`src/rtl/video_layer_mixer.sv`:
```
// N-layer pixel compositor: per-layer enable, colour-key, priority select,
// background fill, screen-edge border and dimming over a fixed 3-stage pipeline.
module video_layer_mixer #(
  parameter int unsigned NUM_LAYERS = 2,
  parameter int unsigned COLOR_W    = 12,
  parameter int unsigned H_ACTIVE   = 640,
  parameter int unsigned V_ACTIVE   = 480,
  parameter logic        SYNC_IDLE  = 1'b1
) (
  input  logic                            video_clk,
  input  logic                            reset,
  input  logic [9:0]                      hcount,
  input  logic [9:0]                      vcount,
  input  logic                            hsync_in,
  input  logic                            vsync_in,
  input  logic                            display_active,
  input  logic [NUM_LAYERS*COLOR_W-1:0]   layer_rgb,
  input  logic [NUM_LAYERS-1:0]           layer_valid,
  input  logic                            cfg_we,
  input  logic [3:0]                      cfg_sel,
  input  logic [COLOR_W-1:0]              cfg_data,
  output logic [COLOR_W-1:0]              rgb_out,
  output logic                            hsync_out,
  output logic                            vsync_out,
  output logic                            de_out,
  output logic                            commit_pending,
  output logic [15:0]                     frame_count
);

  localparam int unsigned CH_W  = COLOR_W / 3;
  localparam int unsigned CNT_W = 10;
  localparam int unsigned FC_W  = 16;

  typedef struct packed {
    logic [NUM_LAYERS-1:0] layer_en;
    logic [NUM_LAYERS-1:0] key_en;
    logic [COLOR_W-1:0]    bg_color;
    logic [COLOR_W-1:0]    border_color;
    logic                  border_en;
    logic [1:0]            dim;
  } cfg_t;

  localparam cfg_t CFG_RESET = '{
    layer_en:     '1,
    key_en:       '0,
    bg_color:     '0,
    border_color: '0,
    border_en:    1'b0,
    dim:          2'd0
  };

  cfg_t                                  shadow_q;
  cfg_t                                  active_q;
  logic [NUM_LAYERS-1:0][COLOR_W-1:0]    shadow_key_q;
  logic [NUM_LAYERS-1:0][COLOR_W-1:0]    active_key_q;

  logic [2:0]                            key_idx_c;
  logic                                  reg_we_c;
  logic                                  key_we_c;
  logic                                  cfg_accept_c;
  logic                                  commit_c;

  // Write decode and frame-boundary detect
  assign key_idx_c = cfg_sel[2:0];

  always_comb begin
    reg_we_c     = cfg_we && (cfg_sel <= 4'd4);
    key_we_c     = cfg_we && cfg_sel[3] && (32'(key_idx_c) < NUM_LAYERS);
    cfg_accept_c = reg_we_c || key_we_c;
    commit_c     = (hcount == '0) && (vcount == CNT_W'(V_ACTIVE));
  end

  // Shadow/active config; a write landing on the commit cycle waits a frame
  always_ff @(posedge video_clk) begin
    if (reset) begin
      shadow_q       <= CFG_RESET;
      active_q       <= CFG_RESET;
      shadow_key_q   <= '0;
      active_key_q   <= '0;
      commit_pending <= 1'b0;
      frame_count    <= '0;
    end else begin
      if (reg_we_c) begin
        case (cfg_sel)
          4'd0: shadow_q.layer_en     <= cfg_data[NUM_LAYERS-1:0];
          4'd1: shadow_q.key_en       <= cfg_data[NUM_LAYERS-1:0];
          4'd2: shadow_q.bg_color     <= cfg_data;
          4'd3: shadow_q.border_color <= cfg_data;
          4'd4: begin
            shadow_q.border_en <= cfg_data[0];
            shadow_q.dim       <= cfg_data[2:1];
          end
          default: ;
        endcase
      end
      for (int i = 0; i < NUM_LAYERS; i++) begin
        if (key_we_c && (key_idx_c == 3'(i))) shadow_key_q[i] <= cfg_data;
      end
      if (commit_c) begin
        active_q       <= shadow_q;
        active_key_q   <= shadow_key_q;
        frame_count    <= frame_count + FC_W'(1);
        commit_pending <= cfg_accept_c;
      end else if (cfg_accept_c) begin
        commit_pending <= 1'b1;
      end
    end
  end

  // Stage 1: opacity per layer and screen-edge flag
  logic [NUM_LAYERS-1:0]                 opaque_c;
  logic                                  on_edge_c;

  always_comb begin
    opaque_c = '0;
    for (int i = 0; i < NUM_LAYERS; i++) begin
      opaque_c[i] = layer_valid[i] & active_q.layer_en[i] &
                    ~(active_q.key_en[i] &
                      (layer_rgb[i*COLOR_W +: COLOR_W] == active_key_q[i]));
    end
    on_edge_c = display_active &
                ((hcount == '0) || (hcount == CNT_W'(H_ACTIVE - 1)) ||
                 (vcount == '0) || (vcount == CNT_W'(V_ACTIVE - 1)));
  end

  logic [NUM_LAYERS-1:0][COLOR_W-1:0]    s1_rgb_q;
  logic [NUM_LAYERS-1:0]                 s1_opaque_q;
  logic                                  s1_de_q;
  logic                                  s1_hs_q;
  logic                                  s1_vs_q;
  logic                                  s1_edge_q;

  always_ff @(posedge video_clk) begin
    if (reset) begin
      s1_rgb_q    <= '0;
      s1_opaque_q <= '0;
      s1_de_q     <= 1'b0;
      s1_hs_q     <= SYNC_IDLE;
      s1_vs_q     <= SYNC_IDLE;
      s1_edge_q   <= 1'b0;
    end else begin
      s1_rgb_q    <= layer_rgb;
      s1_opaque_q <= opaque_c;
      s1_de_q     <= display_active;
      s1_hs_q     <= hsync_in;
      s1_vs_q     <= vsync_in;
      s1_edge_q   <= on_edge_c;
    end
  end

  // Stage 2: highest-index opaque layer wins, background otherwise
  logic [COLOR_W-1:0]                    sel_c;

  always_comb begin
    sel_c = active_q.bg_color;
    for (int i = 0; i < NUM_LAYERS; i++) begin
      if (s1_opaque_q[i]) sel_c = s1_rgb_q[i];
    end
  end

  logic [COLOR_W-1:0]                    s2_sel_q;
  logic                                  s2_de_q;
  logic                                  s2_hs_q;
  logic                                  s2_vs_q;
  logic                                  s2_edge_q;

  always_ff @(posedge video_clk) begin
    if (reset) begin
      s2_sel_q  <= '0;
      s2_de_q   <= 1'b0;
      s2_hs_q   <= SYNC_IDLE;
      s2_vs_q   <= SYNC_IDLE;
      s2_edge_q <= 1'b0;
    end else begin
      s2_sel_q  <= sel_c;
      s2_de_q   <= s1_de_q;
      s2_hs_q   <= s1_hs_q;
      s2_vs_q   <= s1_vs_q;
      s2_edge_q <= s1_edge_q;
    end
  end

  // Stage 3: blanking, undimmed border, per-channel dimming
  logic [COLOR_W-1:0]                    dimmed_c;
  logic [COLOR_W-1:0]                    pix_c;

  always_comb begin
    dimmed_c = '0;
    for (int c = 0; c < 3; c++) begin
      dimmed_c[c*CH_W +: CH_W] = s2_sel_q[c*CH_W +: CH_W] >> active_q.dim;
    end
    if (!s2_de_q) begin
      pix_c = '0;
    end else if (active_q.border_en && s2_edge_q) begin
      pix_c = active_q.border_color;
    end else begin
      pix_c = dimmed_c;
    end
  end

  always_ff @(posedge video_clk) begin
    if (reset) begin
      rgb_out   <= '0;
      de_out    <= 1'b0;
      hsync_out <= SYNC_IDLE;
      vsync_out <= SYNC_IDLE;
    end else begin
      rgb_out   <= pix_c;
      de_out    <= s2_de_q;
      hsync_out <= s2_hs_q;
      vsync_out <= s2_vs_q;
    end
  end

endmodule

```
`config.mk`:
```
export PLATFORM = sky130hd
export DESIGN_NAME = video_layer_mixer
export DESIGN_NICKNAME = d
export VERILOG_FILES = /design/src/rtl/video_layer_mixer.sv
export SDC_FILE = /design/constraint.sdc
export NUM_CORES = 1
export LEC_CHECK = 0
export CORE_ASPECT_RATIO = 1.25
export CORE_UTILIZATION = 58
export DETAILED_ROUTE_END_ITERATION = 8
export GPL_TIMING_DRIVEN = 0
export PLACE_DENSITY_LB_ADDON = 0.15
export SLEW_MARGIN = 20
export SYNTH_ARGS = -nofsm -noshare
export SYNTH_HDL_FRONTEND = slang
export SYNTH_SLANG_ARGS = --single-unit
export TNS_END_PERCENT = 10
```
`constraint.sdc`:
```
create_clock -name video_clk -period 4.1 [get_ports video_clk]
set_clock_uncertainty 0.05 [all_clocks]
set_input_delay 0.615 -clock video_clk [delete_from_list [all_inputs] [get_ports video_clk]]
set_output_delay 0.615 -clock video_clk [all_outputs]
set_load 0.02 [all_outputs]
```
==> metrics.md <==
| Metric | Value |
|---|---|
| Result of the run | `complete, no violations` |
| I/O pin cnt | `100` |
| Clk_lat worst skew | `430 ps` |
| Filler instances | `890` |
| CTS sink count | `188` |
| Routed vias/inst | `5.50` |
| Type of origin of the critical path | `primary input` |
| Flop-to-flop setup slack | `2250 ps` |
| Die H | `126 um` |
| Number of clock buffers inserted by TritonCTS | `17` |
| Cell area after technology mapping | `7110 um2` |
| CTS max path bufs | `2` |
| Wire length of the first global-routing pass | `29.2 mm` |
| Number of buffers inserted by hold repair at cts | `0` |
| End of the worst hold path | `hsync_out` |
| Flop and latch count out of synthesis | `188` |
| Max-slew violation count | `0` |
| List of cells traversed by the critical path | `clkdlybuf4s50_1, clkbuf_1, clkbuf_1, clkbuf_1, nor2_1` |
| Effective utilization at floorplan | `60.4%` |
| Floorplan core area | `11800 um2` |
| Vias after detailed routing | `5992` |
| Total placed cells including tap cells | `1057` |
| Root Driver | `clkbuf_16` |
| Number of distinct standard cells referenced by the synthesized netlist | `36` |
| Maximum number of pins on one net before global-route repair | `17` |
| Leak pwr | `0.00333 uW` |
| Clock-pin transition on the worst setup and hold timing paths | `70 ps` |
| Worst reg-to-reg path cell count | `5` |
| Hold Path Cell Cnt | `1` |
| Setup-violating endpoint count in the final report | `0` |
| Yosys synthesis warning count | `0` |
| Setup repair after global routing missed its margin | `false` |
| Portion of the post-synthesis area used by sequential elements | `52.9%` |
| PostCTS Resize Cnt | `0` |
| Measured slew at the worst slew-check pin | `782 ps` |
| Final cell count without fillers | `1089` |
| Classification of the worst setup path | `primary input to flip-flop` |
| Vias in the first global route | `5876` |
| Average cell area after synthesis | `8.92 um2` |
| Max-Slew Margin vs Limit | `47.9%` |
| Final weighted congestion in routability-driven placement | `0.903` |
| Number of search-and-repair iterations in the first detailed-routing pass | `5` |
| Ys async rst share | `0%` |
| CTS tree | `yes` |
| Buffers added on ports | `99` |
| Count of flip-flops with a built-in enable after synthesis | `0` |
| Post CTS Setup Buffer Count | `0` |
| Fin crit share | `65.5%` |
| Remaining global-route overflow | `0` |
| Routed WL | `18.7 mm` |
| HPWL after DPL | `14.0 mm` |
| Number of core rows | `44` |
| Crit Reg-Reg Endpoint | `frame_count[13]` |
| Fin. Hold Viols | `0` |
| H-tree levels | `4` |
| Worst Path Arrival | `2920 ps` |
| Layout cells sized above 1 | `5.39%` |
| Top FF cell, synth | `dfxtp_1` |
| Die Width | `101 um` |
| Post-route antenna net violation count | `0` |
| Class of the most critical hold timing path | `flip-flop to flip-flop` |
| Highest Clock Rate | `372 MHz` |
| Sum of negative setup slack | `0 ps` |
| Dominant cell type by count on the critical path | `clkbuf_1` |
| Worst IR Drop VDD | `348 uV` |
| Synthesized netlist net count | `866` |
| Worst setup EP type | `flip-flop` |
| DRC viols | `0` |
| Cell area power density | `418 nW/um2` |
| Highest-delay cell along the critical path | `clkbuf_1` |
| Die area | `12700 um2` |
| Start point of the worst min-delay path | `s2_hs_q` |
| Post-route worst hold slack | `363 ps` |
| Maximum Capacitance Violations | `0` |
| Diodes inserted | `0` |
| Overall global routing resource usage | `30.6%` |
| Worst path max stage delay | `630 ps` |
| Worst R2R Start | `frame_count[2]` |
| Post-layout minimum cycle time | `2680 ps` |
| Post-Route Utilization | `75.6%` |
| Antenna violations before repair | `0` |
| Power Total | `3730 uW` |
| Cell count after synthesis | `797` |
| Wire length per cell | `17.2 um` |
| Iter 0 DRT Violations | `363` |
| Data required time at the worst endpoint | `4330 ps` |
| Peak fanout along the critical path | `10` |
| P&R area growth vs syn | `25.2%` |
| Final nets | `984` |
## area by class of cell
cell class	instances	area, um2	area share, %
sequential	188	3760	42.3
multi-input combinational	557	3150	35.3
timing repair buffer	99	991	11.1
clock buffer	20	467	5.24
tap	161	201	2.26
buffer	47	181	2.04
clock inverter	12	135	1.52
inverter	5	18.8	0.211
## stage by stage
step / area [um2] / setup slack [ps]
3_3_place_gp: 8300 / 1090
6_report: 8910 / 1420
3_5_place_dp: 8300 / 1120
2_1_floorplan: 7110 / 1940
4_1_cts: 8910 / 1520
5_1_grt: 8910 / 1330
## sequential cells by signal (all words and copies together) (netlist names), 2 cells and up
| signal | cells |
|---|---|
| active_q | 31 |
| s1_rgb_q | 24 |
| shadow_q | 31 |
| rgb_out | 12 |
| s2_sel_q | 12 |
| active_key_q | 24 |
| frame_count | 16 |
| s1_opaque_q | 2 |
| shadow_key_q | 24 |
## cell families (layout without fill, tap and decap cells)
family          Yosys count  count (layout)  share of synthesized area (%)
flops                   188             188                           52.9
mux                      64              64                           9.10
fa+ha+maj                 1               1                          0.176
simple gates            353             353                           22.7
xor+xnor                 36              36                           4.43
compound gates          103             103                           7.88
buf+inv                  52             183                           2.82
## worst max path at each step
stage / slack [ps] / from / depth (start not counted) / to
finish: 1420 / reset / 5 / shadow_q[1]
global route: 1330 / reset / 5 / shadow_q[1]
CTS: 1520 / reset / 5 / shadow_q[1]
detailed placement: 1120 / reset / 5 / shadow_q[1]
global placement: 1090 / reset / 5 / s2_sel_q[11]
floorplan: 1940 / vcount[0] / 6 / frame_count[15]
## placed cells by master (no fill, tap or decap), types with 3 or more instances in the layout
| master | instances |
|---|---|
| buf_2 | 4 |
| clkbuf_8 | 3 |
| o211ai_1 | 3 |
| inv_1 | 5 |
| nand2_1 | 151 |
| nor2b_1 | 35 |
| nand3_1 | 10 |
| nand4_1 | 10 |
| nor2_1 | 98 |
| and4_1 | 3 |
| or2_2 | 6 |
| clkbuf_16 | 17 |
| nor4_1 | 11 |
| nand3b_1 | 3 |
| mux2i_1 | 59 |
| xnor2_1 | 22 |
| clkbuf_1 | 33 |
| dfxtp_1 | 188 |
| clkdlybuf4s50_1 | 99 |
| a21oi_1 | 84 |
| inv_6 | 3 |
| nor3_1 | 11 |
| xor2_1 | 14 |
| buf_1 | 10 |
| mux2_2 | 5 |
| clkinv_2 | 3 |
| a22oi_1 | 6 |
| clkinv_4 | 3 |
| a211oi_1 | 4 |
| and3_1 | 6 |
## critical path: cells and delay by family
kind / cells / cell delay (ps)
buffers and inverters: 4 / 2170
and+or+nand+nor: 1 / 120
## report_power, final
group,switching [uW],total [uW],internal (uW)
combinational,108,210,103
sequential,12.9,1870,1850
clock,695,1650,952
## per-layer routing
metal / global-route usage (%) / part of all wire (%)
met2: 52.5 / 50
met1: 34.6 / 39
met5: 0 / 0
met3: 5.94 / 5.0
met4: 18.4 / 6.0
## cell usage after synthesis, types with 11 or more instances
cell | instances | area share [%]
xor2_1 | 14 | 1.7
nor2b_1 | 35 | 3.1
clkbuf_1 | 33 | 1.7
nor3_1 | 11 | 0.77
nor2_1 | 98 | 5.2
a21oi_1 | 84 | 5.9
nor4_1 | 11 | 0.97
nand2_1 | 151 | 8.0
dfxtp_1 | 188 | 53
mux2i_1 | 59 | 8.3
xnor2_1 | 22 | 2.7
Note: power is estimated with default switching activity, not from simulation.
